===== src/rtl/enable_monitor_pkg.sv =====
// Shared definitions for the enable sequence monitor: state encoding,
// the expected enable pattern of each state and the timeout error code.
package enable_monitor_pkg;

    typedef enum logic [2:0] {
        ST_IDLE      = 3'd0,
        ST_S1        = 3'd1,
        ST_S2        = 3'd2,
        ST_S3        = 3'd3,
        ST_S4        = 3'd4,
        ST_WAIT_IDLE = 3'd5
    } state_t;

    localparam logic [3:0] PAT_IDLE = 4'b0000;
    localparam logic [3:0] PAT_S1   = 4'b1111;
    localparam logic [3:0] PAT_S2   = 4'b1110;
    localparam logic [3:0] PAT_S3   = 4'b1100;
    localparam logic [3:0] PAT_S4   = 4'b1000;

    localparam logic [2:0] ERR_TIMEOUT = 3'b111;

    // Enable pattern that a state expects to keep seeing.
    function automatic logic [3:0] state_pattern(input state_t s);
        logic [3:0] p;
        p = PAT_IDLE;
        case (s)
            ST_S1:   p = PAT_S1;
            ST_S2:   p = PAT_S2;
            ST_S3:   p = PAT_S3;
            ST_S4:   p = PAT_S4;
            default: p = PAT_IDLE;
        endcase
        return p;
    endfunction

    // Successor along the legal power-up sequence.
    function automatic state_t seq_next(input state_t s);
        state_t n;
        n = ST_IDLE;
        case (s)
            ST_IDLE: n = ST_S1;
            ST_S1:   n = ST_S2;
            ST_S2:   n = ST_S3;
            ST_S3:   n = ST_S4;
            default: n = ST_IDLE;
        endcase
        return n;
    endfunction

endpackage


===== src/rtl/enable_monitor_sync_filter.sv =====
// Two-flop synchronizer per bit followed by a stability filter: a new
// value is accepted only after it has been seen unchanged for STABLE_CYC
// consecutive cycles. acc_new pulses for one cycle when acc changes.
module sync_filter #(
    parameter int W          = 4,
    parameter int STABLE_CYC = 2
) (
    input  logic         clk,
    input  logic         rst_n,
    input  logic [W-1:0] din,
    output logic [W-1:0] acc,
    output logic         acc_new
);

    localparam logic [3:0] STAB = 4'(STABLE_CYC);

    logic [W-1:0] sync_p0;
    logic [W-1:0] sync_p1;
    logic [W-1:0] cand;
    logic [3:0]   cnt;
    logic [3:0]   cnt_n;

    // Synchronizer chain: only sync_p1 is used downstream.
    always_ff @(posedge clk or negedge rst_n) begin
        if (!rst_n) begin
            sync_p0 <= '0;
            sync_p1 <= '0;
        end else begin
            sync_p0 <= din;
            sync_p1 <= sync_p0;
        end
    end

    // Run length of the current synchronized value, saturating at STAB.
    always_comb begin
        cnt_n = 4'd1;
        if (sync_p1 == cand) begin
            cnt_n = (cnt == STAB) ? cnt : cnt + 4'd1;
        end
    end

    // Accept a value once its run length first reaches STAB.
    always_ff @(posedge clk or negedge rst_n) begin
        if (!rst_n) begin
            cand    <= '0;
            cnt     <= '0;
            acc     <= '0;
            acc_new <= 1'b0;
        end else begin
            cand    <= sync_p1;
            cnt     <= cnt_n;
            acc_new <= 1'b0;
            if (cnt_n == STAB && sync_p1 != acc) begin
                acc     <= sync_p1;
                acc_new <= 1'b1;
            end
        end
    end

endmodule


===== src/rtl/enable_monitor.sv =====
// Watches the four regulator enables and checks they follow the legal
// power-up/power-down order, counting good sequences and latching the
// first error (bad pattern or stall) until cleared.
module enable_monitor
    import enable_monitor_pkg::*;
#(
    parameter int STABLE_CYC = 2,
    parameter int TIMEOUT    = 200
) (
    input  logic       clk,
    input  logic       rst_n,
    input  logic [3:0] ena_in,
    input  logic       clr,
    output logic       seq_done,
    output logic [3:0] ok_count,
    output logic       err,
    output logic [2:0] err_code,
    output logic       busy
);

    localparam logic [7:0] TMO_LAST = 8'(TIMEOUT - 1);

    logic [3:0] pat;
    logic       pat_new;
    state_t     state;
    state_t     state_n;
    logic [7:0] tmo_cnt;
    logic       done_n;
    logic       err_evt;
    logic [2:0] err_val;

    sync_filter #(
        .W          (4),
        .STABLE_CYC (STABLE_CYC)
    ) u_sync_filter (
        .clk     (clk),
        .rst_n   (rst_n),
        .din     (ena_in),
        .acc     (pat),
        .acc_new (pat_new)
    );

    // Next-state decode: advance, stay, or flag a pattern/timeout error.
    always_comb begin
        state_n = state;
        done_n  = 1'b0;
        err_evt = 1'b0;
        err_val = state;
        case (state)
            ST_IDLE: begin
                if (pat_new) begin
                    if (pat == PAT_S1) begin
                        state_n = ST_S1;
                    end else if (pat != PAT_IDLE) begin
                        err_evt = 1'b1;
                        state_n = ST_WAIT_IDLE;
                    end
                end
            end
            ST_S1, ST_S2, ST_S3, ST_S4: begin
                if (pat_new) begin
                    if (pat == state_pattern(state)) begin
                        state_n = state;
                    end else if (pat == state_pattern(seq_next(state))) begin
                        state_n = seq_next(state);
                        done_n  = (state == ST_S4);
                    end else begin
                        err_evt = 1'b1;
                        state_n = ST_WAIT_IDLE;
                    end
                end else if (tmo_cnt == TMO_LAST) begin
                    err_evt = 1'b1;
                    err_val = ERR_TIMEOUT;
                    state_n = ST_WAIT_IDLE;
                end
            end
            ST_WAIT_IDLE: begin
                if (pat_new && pat == PAT_IDLE) begin
                    state_n = ST_IDLE;
                end
            end
            default: state_n = ST_IDLE;
        endcase
    end

    // State register and stall counter (cleared on any state change).
    always_ff @(posedge clk or negedge rst_n) begin
        if (!rst_n) begin
            state   <= ST_IDLE;
            tmo_cnt <= '0;
        end else begin
            state <= state_n;
            if (state_n != state) begin
                tmo_cnt <= '0;
            end else if (state inside {ST_S1, ST_S2, ST_S3, ST_S4}) begin
                tmo_cnt <= tmo_cnt + 8'd1;
            end
        end
    end

    // Status outputs; clr takes priority over count and error updates.
    always_ff @(posedge clk or negedge rst_n) begin
        if (!rst_n) begin
            seq_done <= 1'b0;
            ok_count <= '0;
            err      <= 1'b0;
            err_code <= '0;
        end else begin
            seq_done <= done_n;
            if (clr) begin
                ok_count <= '0;
                err      <= 1'b0;
                err_code <= '0;
            end else begin
                if (seq_done && ok_count != 4'd15) begin
                    ok_count <= ok_count + 4'd1;
                end
                if (err_evt) begin
                    err <= 1'b1;
                    if (!err) begin
                        err_code <= err_val;
                    end
                end
            end
        end
    end

    assign busy = (state != ST_IDLE);

endmodule


===== config.mk =====
export PLATFORM = sky130hd
export DESIGN_NAME = enable_monitor
export DESIGN_NICKNAME = d
export VERILOG_FILES = /design/src/rtl/enable_monitor_pkg.sv /design/src/rtl/enable_monitor_sync_filter.sv /design/src/rtl/enable_monitor.sv
export SDC_FILE = /design/constraint.sdc
export NUM_CORES = 1
export LEC_CHECK = 0
export ABC_AREA = 0
export CAP_MARGIN = 5
export CORE_UTILIZATION = 60
export CTS_CLUSTER_DIAMETER = 60
export DETAILED_ROUTE_END_ITERATION = 8
export GPL_TIMING_DRIVEN = 0
export PLACE_DENSITY = 0.78
export SLEW_MARGIN = 20
export SYNTH_ARGS = -nofsm -noshare
export SYNTH_HDL_FRONTEND = slang
export SYNTH_SLANG_ARGS = --single-unit

===== constraint.sdc =====
create_clock -name clk -period 4.7 [get_ports clk]
set_input_delay 0.47 -clock clk [delete_from_list [all_inputs] [get_ports clk]]
set_output_delay 0.47 -clock clk [all_outputs]
set_load 0.1 [all_outputs]

==> Word-level counts from Yosys, hierarchy flattened <==
Cells that the tools add are included.
{ "totals": {"in_bits": 7, "regBits": 41, "output_inout_bits": 10} }
{ "op_classes": {"reduce_logical": 13, "add_sub_neg": 3, "n_eq_ne": 20, "n_mux": 48} }
{ "op_table": {"columns": ["op", "n"], "rows": [
  ["3-bit 2-to-1 mux", 17],
  ["4-bit 2-to-1 mux", 9],
  ["4-bit case mux with 4 select lines", 2],
  ["3-bit case mux with 3 select lines", 2],
  ["8-bit 2-to-1 mux", 2],
  ["1-bit 2-to-1 mux", 14],
  ["3-bit by 2-bit == test with 1-bit output, second input constant", 4],
  ["4-bit == test", 3],
  ["3-bit case mux with 4 select lines", 1],
  ["3-bit == test, second input constant", 3],
  ["4-bit by 1-bit adder with 4-bit output, second input constant", 2],
  ["8-bit by 1-bit adder with 8-bit output, second input constant", 1],
  ["4-bit by 2-bit == test with 1-bit output, second input constant", 2],
  ["8-bit == test, second input constant", 1],
  ["4-bit nonzero test", 2],
  ["3-bit by 1-bit == test with 1-bit output, second input constant", 2],
  ["2-bit nonzero test", 3],
  ["4-bit == test, second input constant", 1],
  ["4-bit zero test", 1],
  ["4-bit inequality test", 1],
  ["4-bit inequality test, second input constant", 1],
  ["4-bit OR reduction", 1],
  ["1-bit logical AND", 3],
  ["3-bit zero test", 1],
  ["other kinds (5)", 5]
]} }

==> Logic depth before layout (Yosys ltp) <==
Gate-level depths: netlist of the first run.
{ "depth": {"ltp_word": 20, "ltp_mapped": 8, "ltp_nobuf": 7} }

==> By module <==
A second synthesis of the first run with hierarchy kept.
{ "unflattened": {"cells_unflattened": 242, "area_unflattened_um2": 2468.6} }
{ "modules_own_cells": {"columns": ["module", "area_each_um2", "cells_per_inst", "seq_area_each_um2", "instances"], "rows": [
  ["enable_monitor", 1684.1, 190, 500.5, 1],
  ["sync_filter", 784.5, 52, 525.5, 1]
]} }

==> Worst setup path after synthesis of the first run <==
Ideal clock, no wire load.
{ "synth_path": {"kind": "register to register", "startpoint": "register state[2]", "endpoint": "register err_code[0]", "setup_ps": 67, "period_less_slack_ps": 2598, "stages_incl_launch_ff": 9, "arrival_time_ps": 2531, "required_ps": 4633, "path_buffers": 2, "path_slack_ps": 2102, "cell_sequence": "dfrtp_1 > or3_1 > clkbuf_1 > and2_1 > buf_2 > nand2_1 > o31a_1 > nor2_1 > o221a_2"} }
{ "synth_between": {"elab_chain_cells": 17, "word_cells_on_any_way": 33} }
{ "synth_rtl": {"columns": ["element", "line", "rtl"], "rows": [
  ["start: declaration", "enable_monitor.sv:25", "state_t state;"],
  ["start signal: assignment", "enable_monitor.sv:92", "state <= state_n;"],
  ["3-bit by 2-bit == test with 1-bit output (tied with other cells)", "enable_monitor_pkg.sv:26, enable_monitor_pkg.sv:40, enable_monitor.sv:49", null],
  ["3-bit case mux with 4 select lines", "enable_monitor_pkg.sv:40", "case (s)"],
  ["3-bit 2-to-1 mux", "enable_monitor.sv:62", "if (pat == state_pattern(state)) begin"],
  ["3-bit 2-to-1 mux", "enable_monitor.sv:61", "if (pat_new) begin"],
  ["3-bit 2-to-1 mux", "enable_monitor.sv:49", "case (state)"],
  ["3-bit == test (tied with other cells)", "enable_monitor_pkg.sv:26", "case (s)"],
  ["4-bit case mux with 4 select lines", "enable_monitor_pkg.sv:26", null],
  ["4-bit 2-to-1 mux", "enable_monitor.sv:62", null],
  ["4-bit 2-to-1 mux", "enable_monitor.sv:61", null],
  ["4-bit 2-to-1 mux", "enable_monitor.sv:49", null],
  ["4-bit == test", "enable_monitor.sv:64", "end else if (pat == state_pattern(seq_next(state))) begin"],
  ["1-bit 2-to-1 mux", "enable_monitor.sv:64", null],
  ["1-bit 2-to-1 mux", "enable_monitor.sv:62", null],
  ["1-bit 2-to-1 mux", "enable_monitor.sv:61", null],
  ["1-bit case mux with 2 select lines", "enable_monitor.sv:49", null],
  ["2-bit nonzero test (no source line)", null, null],
  ["2-bit AND reduction (no source line)", null, null],
  ["end signal: assignment", "enable_monitor.sv:121", "err_code <= err_val;"],
  ["end: declaration", "enable_monitor.sv:17", "output logic [2:0] err_code,"]
]} }
Several ways; a longest one is shown, not always the timed one. The select of a mux whose other input is x is not followed.
A chain may end at the register's enable or synchronous reset.

==> Final worst setup path of the first run <==
{ "layout_path": {"startpoint": "register state[2]", "endpoint": "output busy"} }
{ "layout_between": {"elab_chain_cells": 1} }
{ "layout_rtl": {"columns": ["element", "line", "rtl"], "rows": [
  ["3-bit nonzero test", "enable_monitor.sv:128", "assign busy = (state != ST_IDLE);"],
  ["end: declaration", "enable_monitor.sv:18", "output logic busy"]
]} }
Every way passes these cells.

==> results of run 1 <==
-- synth_stat cells, types with 7 or more instances --
master / count / share of area
nand3_1: 11 / 0.023
a21oi_1: 11 / 0.023
inv_1: 7 / 0.011
dfrtp_1: 41 / 0.44
nand4_1: 7 / 0.019
nor3_1: 12 / 0.026
xnor2_1: 15 / 0.056
nand2_1: 10 / 0.016
nor2_1: 15 / 0.024
xor2_1: 11 / 0.041
-- logic make-up after synthesis --
| kind of cell | Yosys count | synth area share |
|---|---|---|
| compound gates | 47 | 0.150 |
| xor+xnor | 27 | 0.106 |
| fa+ha+maj | 4 | 0.0213 |
| buf+inv | 21 | 0.0457 |
| flops | 41 | 0.436 |
| mux | 7 | 0.0324 |
| simple gates | 86 | 0.208 |
-- worst reg2reg max path: cells and delay by family, from the launching register on --
kind,cells,cell delay (ps)
compound gates,3,810
simple gates,2,1030
buf+inv,1,150
flops,1,400
-- where the power goes --
part | internal, W | total [W] | switching [W]
registers | 0.000406 | 0.000463 | 0.0000565
logic | 0.000265 | 0.000661 | 0.000396
clock network | 0.000214 | 0.000339 | 0.000125
-- routing by layer --
| metal | GRT usage | vias to the layer above |
|---|---|---|
| met2 | 0.471 | 47 |
| met1 | 0.384 | 940 |
| li1 | - | 904 |
| met4 | 0.0889 | 0 |
| met5 | 0 | - |
| met3 | 0.0405 | 6 |
-- worst max path at each step --
| stage | start | endpoint | slack (ps) | cells past startpoint |
|---|---|---|---|---|
| finish | state[2]$_DFF_PN0_ | busy | 1960 | 3 |
| detailed placement | state[2]$_DFF_PN0_ | busy | 2300 | 3 |
| CTS | state[2]$_DFF_PN0_ | busy | 1970 | 3 |
| global placement | rst_n | state[2]$_DFF_PN0_ | 2230 | 1 |
| floorplan | state[2]$_DFF_PN0_ | err_code[0]$_DFFE_PN0P_ | 2100 | 8 |
| global route | state[2]$_DFF_PN0_ | busy | 1910 | 3 |
-- flip-flops by register name (all words and copies together) (netlist names) --
signal / flops
u_sync_filter.cand: 4
u_sync_filter.acc_new: 1
u_sync_filter.sync_p1: 4
tmo_cnt: 8
state: 3
err: 1
u_sync_filter.cnt: 4
u_sync_filter.sync_p0: 4
ok_count: 4
u_sync_filter.acc: 4
seq_done: 1
err_code: 3
-- metrics by stage --
stage,hold WS (ps),instances,total power (W)
floorplan,174,233,0.000968
detailed placement,336,298,0.00111
finish,146,306,0.00146
CTS,152,306,0.00146
global route,180,306,0.00155
global placement,332,297,0.00110
-- final cells by class --
cell class | instances | area share
clock inverter | 3 | 0.0252
tap | 48 | 0.0220
sequential | 41 | 0.375
timing repair buffer | 17 | 0.0668
clock buffer | 5 | 0.0252
multi-input combinational | 171 | 0.446
inverter | 8 | 0.0119
buffer | 13 | 0.0275
==> impl_metrics.json, run 1 <==
{
  "startpoint_type": "register",
  "syn_avg_cell_area_um2": 10.1,
  "crit_family": "buffers and inverters",
  "finalMaxSlewViolations": 0,
  "ys_seq_area_frac": 0.436,
  "ys_types": 63,
  "io_pins": 17,
  "cts_sinks": 41,
  "synth_area_um2": 2350,
  "r2r_slack_ps": 2220,
  "async_flop_share": 1.00,
  "drive_above_1_share": 0.124,
  "drc_errors": 0,
  "layout_common_cells": "dfrtp_1 (41), xnor2_1 (15), nor2_1 (15), clkdlybuf4s50_1 (15), nor3_1 (12)",
  "wl_met2_um": 2510,
  "required_ps": 4230,
  "hpwl_um": 3600,
  "crit_path_top_delay_cell": "clkdlybuf4s50_1",
  "grt_pass1_vias": 1932,
  "dr.pass1.iters": 4,
  "critPathMaxFanout": 5,
  "critPathArrivalTime_ps": 2270,
  "antenna_cells": 0,
  "vias": 1897,
  "critical_path_class": "register to primary output",
  "r2r_end": "tmo_cnt[7]$_DFFE_PN0P_",
  "ir_drop_uv": 357,
  "relSlewSlack": 0.353,
  "hold_class": "input pin to async pin",
  "postSynthCellCount": 233,
  "core_area_um2": 3720,
  "die_y_um": 64.6,
  "min_period_ps": 2740,
  "layout_commonest_cell": "dfrtp_1",
  "run_status": "finished, final reports clean",
  "post_drt_wl_per_cell_um": 16.8,
  "setup_tns_ps": 0,
  "die_width_um": 64.6,
  "seq_area_um2": 1030,
  "dp_slack_ps": 2300,
  "area_growth_pct": 16.2,
  "post-route-util": 0.736,
  "slowest_delay_ps": 1180,
  "ant_nets": 0,
  "rows": 22,
  "tightest_slew_ps": 967,
  "synth_nets": 244,
  "wl_met3_um": 183,
  "grt_pass1_wl_um": 9010,
  "via_per_inst": 6.20,
  "htreeDepth": 2,
  "fillers": 282,
  "clk_pin_slew_ps": 90,
  "setup_slack_ps": 1960,
  "cts-root-buf": "clkbuf_8",
  "yosys_warnings": 0,
  "portBuffers": 16,
  "clock_latency_ps": 290,
  "top_layer": "met4",
  "grt_overflow_total": 0,
  "multi_input_area_um2": 1220,
  "cts_setup_buffers": 0,
  "finalInstanceArea_um2": 2730,
  "synth-edff-count": 0,
  "rsz0062_at_grt": "no",
  "ys.flop_type": "dfrtp_1",
  "cts-buffers-inserted": 5,
  "drtIter0Drc": 177,
  "die-area_um2": 4180,
  "initial_utilization": 0.633,
  "wirelength_um": 5150,
  "wl_met1_um": 2400,
  "cp-end-kind": "primary output",
  "min_period_over_period": 0.583,
  "antenna_found_initial": 0,
  "clock.fmax_mhz": 365,
  "p_per_area_nw_per_um2": 535,
  "cts-resized-gates": 0,
  "cts_tree": "built",
  "ctsHoldBuffers": 0,
  "r2r_start": "u_sync_filter.acc[3]$_DFFE_PN0P_",
  "final-hold-violation-count": 0,
  "cellLeakagePower_nw": 1.13,
  "synth_seq_cells": 41,
  "clockBufferDepth": 2,
  "setup_viol": 0,
  "placed_area_um2": 2600,
  "drv_cap": 0,
  "rr_worst_depth": 6,
  "fin_worst_skew_ps": 8.10,
  "gp_congestion": 0.940,
  "grt_start_max_net_pins": 22,
  "crit_chain": "or3_1 > clkbuf_1 > clkdlybuf4s50_1",
  "grt_usage": 0.284,
  "fin_nets": 268,
  "timing.critical_path.buf_inv": 2
}
(Power assumes the default switching activity.)
==> run 2, diff against run 1 <==
- CORE_UTILIZATION: 60 -> 53
- PLACE_DENSITY: 0.78 -> 0.73
- clock period: 4.7 -> 2.5 ns (I/O delays scaled with it)
==> run 2 against run 1 <==
Flip-flop and latch count did not move. Non-clock buffer count rose by 1. Die area increased by 13%. Cell area fell by 0.37%. Sequential power is 89% higher. First-iteration DRC count rose by 15%. Wire length shrank 7.0%. Clock skew down 3.8 ps. Total power is 76% higher. Via count down 1.6%. Critical path depth rose by 4. Critical path type is now register to register. Highest routed layer unchanged.
==> impl_metrics.json, run 2 (synthesis results as in run 1) <==
{
  "layout_commonest_cell": "dfrtp_1",
  "drive_above_1_share": 0.135,
  "grt.met1_usage": 0.354,
  "setup_viol": 0,
  "cts_sinks": 41,
  "tightest_slew_ps": 970,
  "antenna_cells": 0,
  "clock.fmax_mhz": 445,
  "die-area_um2": 4710,
  "sw_frac_of_total": 0.428,
  "finalInstanceArea_um2": 2720,
  "cellLeakagePower_nw": 1.13,
  "grt_pass1_wl_um": 8100,
  "critical_path_class": "register to register",
  "setup_tns_ps": 0,
  "grt_use_met2": 0.319,
  "startpoint_type": "register",
  "finalMaxSlewViolations": 0,
  "grt_overflow_total": 0,
  "dr.pass1.iters": 4,
  "largest_register_ffs": 8,
  "clock_latency_ps": 310,
  "fin_worst_skew_ps": 4.34,
  "p_int_w": 0.00147,
  "startpoint": "state[0]$_DFF_PN0_",
  "die_width_um": 68.6,
  "cts_tree": "built",
  "relSlewSlack": 0.351,
  "min_period_ps": 2240,
  "ant_nets": 0,
  "io_pins": 17,
  "busiest_layer": "met1",
  "r2r_start": "state[0]$_DFF_PN0_",
  "placed_area_um2": 2590,
  "p_per_area_nw_per_um2": 946,
  "clk_pin_slew_ps": 90,
  "initial_utilization": 0.568,
  "rows": 23,
  "hold_class": "register to register",
  "critPathMaxFanout": 10,
  "final-hold-violation-count": 0,
  "area_growth_pct": 15.7,
  "hold_start": "u_sync_filter.sync_p0[3]$_DFF_PN0_",
  "fin_nets": 269,
  "p_switching_w": 0.00110,
  "min_period_over_period": 0.898,
  "pwr-share-clk": 0.184,
  "vias": 1866,
  "required_ps": 2660,
  "die_y_um": 68.6,
  "drv_cap": 0,
  "htreeDepth": 2,
  "grt_pass1_vias": 1656,
  "grt_start_max_net_pins": 29,
  "core_area_um2": 4140,
  "cts-buffers-inserted": 5,
  "largest-register": "tmo_cnt",
  "cts-root-buf": "clkbuf_8",
  "via_per_inst": 6.04,
  "hpwl_um": 3470,
  "run_status": "finished, final reports clean",
  "antenna_found_initial": 0,
  "rsz0062_at_grt": "no",
  "grtUsageMet3": 0.0625,
  "layout_common_cells": "dfrtp_1 (41), xnor2_1 (15), nor2_1 (15)",
  "cts_setup_buffers": 0,
  "post_drt_wl_per_cell_um": 15.5,
  "wirelength_um": 4790,
  "power_frac_seq": 0.340,
  "fillers": 340,
  "combPwrFrac": 0.476,
  "cp-end-kind": "register",
  "grt_usage": 0.238,
  "clockBufferDepth": 2,
  "drtIter0Drc": 204,
  "gp_congestion": 0.923,
  "ir_drop_uv": 581,
  "critPathArrivalTime_ps": 2410,
  "portBuffers": 16,
  "drc_errors": 0
}
==> run 2: changes by cell type in the layout (fill, tap and decap cells not counted), sizes merged <==
cell,previous run,this run
dlygate4sd3,0,1
dlygate4sd2,0,1
bufinv,2,0
inv,9,11
clkdlybuf4s50,15,14
==> run 2: per-layer routing <==
| metal | vias up | wire length (um) |
|---|---|---|
| met4 | 0 | 91 |
| met1 | 882 | 2280 |
| li1 | 908 | - |
| met3 | 8 | 314 |
| met2 | 68 | 2110 |
| met5 | - | 0 |
==> run 2: worst max-delay path: stages, from the launching register on <==
cell	delay [ps]
dfrtp_1	400
clkbuf_1	380
clkbuf_1	420
nand3b_1	160
nor2_1	140
o2111ai_1	110
o211ai_1	340
nor3_1	140
==> run 2: power by group through the flow <==
stage          sequential (W)  combinational (W)  clock [W]
6_report             0.000876            0.00123   0.000473
5_1_grt              0.000891            0.00134   0.000517
4_1_cts              0.000870            0.00121   0.000489
3_5_place_dp         0.000882            0.00121          0
3_3_place_gp         0.000876            0.00120          0
2_1_floorplan        0.000904           0.000919          0
==> run 2: worst paths after layout <==
check                                                      to  slack (ps)  depth (start not counted)
setup / recovery                       tmo_cnt[5]$_DFFE_PN0P_         260                          7
hold / removal             u_sync_filter.sync_p1[3]$_DFF_PN0_         350                          0
setup reg to reg                       tmo_cnt[5]$_DFFE_PN0P_         260                          7
hold reg to reg            u_sync_filter.sync_p1[3]$_DFF_PN0_         350                          0
max in group asynchronous             err_code[1]$_DFFE_PN0P_        1680                          3
min in group asynchronous    u_sync_filter.acc[3]$_DFFE_PN0P_         370                          2
==> run 2: final cells by class <==
class	count	area [um2]	share of cell area
plain buffers	13	76.3	0.0280
clock buffers	5	68.8	0.0253
clock inverters	3	28.8	0.0106
inverters	8	32.5	0.0119
multi-input cells	171	1240	0.457
flip-flops and latches	41	1030	0.377
well taps	50	62.6	0.0230
repair buffers	18	184	0.0675
==> run 2: timing repair <==
item	in CTS	in global routing
hold buffers	1	0
endpoints found under the setup margin	1	8
pin swaps	0	1
gates resized for setup	1	3
endpoints found under the hold margin	13	0
==> run 2: stage by stage <==
| step | hold WS (ps) | total power (W) | setup WS, ps | cells | util |
|---|---|---|---|---|---|
| after detailed placement | 178 | 0.00209 | 204 | 300 | 0.626 |
| final | 355 | 0.00258 | 255 | 309 | 0.657 |
| after CTS | 356 | 0.00257 | 182 | 309 | 0.651 |
| after global routing | 354 | 0.00275 | 5.78 | 309 | 0.657 |
| after global placement | 333 | 0.00208 | 204 | 299 | 0.622 |
| after floorplan | -45.6 | 0.00182 | 159 | 233 | - |
==> run 3, diff against run 2 <==
- CORE_MARGIN: unset -> 3
- CORE_UTILIZATION: 53 -> 60
- PLACE_DENSITY: 0.73 -> 0.78
- clock period: 2.5 -> 2.64 ns (I/O delays scaled with it)
==> run 3 against run 2 <==
Register-to-register slack got worse by 80 ps. Clock power grew 6.3%. Global-route usage rose by 0.90 points. Clock-buffer cell count is 1 higher. Via count is 2.4% higher. First-iteration DRC count increased by 53%. Die area about the same. Combinational power is 4% lower. Worst setup slack lost 160 ps. Non-clock buffer count stayed put. Largest cell class unchanged.
==> impl_metrics.json, run 3 (synthesis results as in run 1) <==
{
  "required_ps": 2380,
  "fillers": 266,
  "grt_use_met2": 0.364,
  "dr.pass1.iters": 4,
  "ir_drop_uv": 634,
  "relSlewSlack": 0.348,
  "grtUsageMet3": 0.0486,
  "drive_above_1_share": 0.120,
  "rsz0062_at_grt": "no",
  "die-area_um2": 4710,
  "cts_setup_buffers": 0,
  "crit_family": "buffers and inverters",
  "largest-register": "tmo_cnt",
  "wirelength_um": 5140,
  "fin_worst_skew_ps": 10.7,
  "clk_pin_slew_ps": 80,
  "drc_errors": 0,
  "ctsHoldBuffers": 1,
  "cts-root-buf": "clkbuf_8",
  "grt_pass1_wl_um": 8400,
  "cts_tree": "built",
  "finalMaxSlewViolations": 0,
  "setup_tns_ps": 0,
  "slowest_delay_ps": 1190,
  "die_width_um": 68.6,
  "critPathArrivalTime_ps": 2290,
  "core_area_um2": 3720,
  "busiest_layer": "met2",
  "multi_input_area_um2": 1220,
  "crit_path_top_delay_cell": "clkdlybuf4s50_1",
  "rr_worst_depth": 7,
  "cellLeakagePower_nw": 1.12,
  "clock_latency_ps": 300,
  "r2r_start": "u_sync_filter.acc[3]$_DFFE_PN0P_",
  "p_per_area_nw_per_um2": 923,
  "post-route-util": 0.729,
  "r2r_end": "tmo_cnt[2]$_DFFE_PN0P_",
  "antenna_cells": 0,
  "drtIter0Drc": 313,
  "clockBufferDepth": 2,
  "vias": 1911,
  "min_period_over_period": 0.966,
  "layout_commonest_cell": "dfrtp_1",
  "cts-buffers-inserted": 5,
  "grt_overflow_total": 0,
  "critical_path_class": "register to primary output",
  "layout_common_cells": "dfrtp_1 (41), xnor2_1 (15), nor2_1 (15), clkdlybuf4s50_1 (15), nor3_1 (12)",
  "portBuffers": 16,
  "min_period_ps": 2550,
  "post_drt_wl_per_cell_um": 16.7,
  "fin_nets": 269,
  "crit_chain": "or3_1 > clkbuf_1 > clkdlybuf4s50_1",
  "critPathMaxFanout": 5,
  "antenna_found_initial": 0,
  "cts_sinks": 41,
  "startpoint_type": "register",
  "ant_nets": 0,
  "area_growth_pct": 15.2,
  "run_status": "finished, final reports clean",
  "grt_start_max_net_pins": 35,
  "drv_cap": 0,
  "setup_viol": 0,
  "rows": 22,
  "hold_class": "input pin to async pin",
  "gp_congestion": 0.978,
  "clock.fmax_mhz": 392,
  "initial_utilization": 0.633,
  "cp-end-kind": "primary output",
  "hpwl_um": 3670,
  "htreeDepth": 2,
  "seq_area_um2": 1030,
  "grt_usage": 0.247,
  "tightest_slew_ps": 969,
  "via_per_inst": 6.22,
  "cts-resized-gates": 0,
  "final-hold-violation-count": 0,
  "timing.critical_path.buf_inv": 2,
  "io_pins": 17,
  "grt.met1_usage": 0.348,
  "grt_pass1_vias": 1749,
  "die_y_um": 68.6,
  "largest_register_ffs": 8,
  "r2r_slack_ps": 180
}
-- run 3: routing by layer --
| layer | up-vias | wire (um) |
|---|---|---|
| li1 | 912 | - |
| met1 | 916 | 2220 |
| met2 | 71 | 2470 |
| met3 | 12 | 343 |
| met4 | 0 | 106 |
| met5 | - | 0 |
-- run 3: how the worst max path moves through the flow --
stage | end | slack [ps] | start | cells past startpoint
floorplan | err_code[0]$_DFFE_PN0P_ | 40 | state[2]$_DFF_PN0_ | 8
global placement | tmo_cnt[0]$_DFFE_PN0P_ | 260 | u_sync_filter.acc[3]$_DFFE_PN0P_ | 7
detailed placement | tmo_cnt[4]$_DFFE_PN0P_ | 270 | tmo_cnt[4]$_DFFE_PN0P_ | 6
CTS | busy | 90 | state[2]$_DFF_PN0_ | 3
global route | busy | 9 | state[2]$_DFF_PN0_ | 3
finish | busy | 90 | state[2]$_DFF_PN0_ | 3
-- run 3: worst reg2reg max path: cells and delay by family (launching register included) --
family | cells | cell delay (ps)
simple gates | 3 | 1160
flops | 1 | 410
buf+inv | 1 | 150
compound gates | 3 | 590
-- run 3: through the flow --
step / hold slack [ps] / instances / total power (W) / area, um2 / setup WS [ps]
finish: 347 / 307 / 0.00250 / 2710 / 90.1
global route: 360 / 307 / 0.00264 / 2710 / 9.30
CTS: 346 / 307 / 0.00250 / 2710 / 85.4
detailed placement: 137 / 298 / 0.00199 / 2590 / 272
global placement: 333 / 297 / 0.00196 / 2570 / 262
floorplan: -31.6 / 233 / 0.00172 / 2350 / 42.3
-- run 3: where the power goes --
| part | internal, W | leakage [nW] | switching, W |
|---|---|---|---|
| clock | 0.000284 | 0.0554 | 0.000219 |
| sequential | 0.000723 | 0.523 | 0.0000964 |
| combinational | 0.000473 | 0.544 | 0.000707 |
| total | 0.00148 | 1.12 | 0.00102 |
-- run 3: cell type report --
| cell class | count | share of cell area |
|---|---|---|
| clock buffers | 6 | 0.0268 |
| plain buffers | 13 | 0.0277 |
| well taps | 48 | 0.0222 |
| clock inverters | 2 | 0.0143 |
| flip-flops and latches | 41 | 0.379 |
| inverters | 8 | 0.0120 |
| multi-input cells | 171 | 0.450 |
| repair buffers | 18 | 0.0683 |
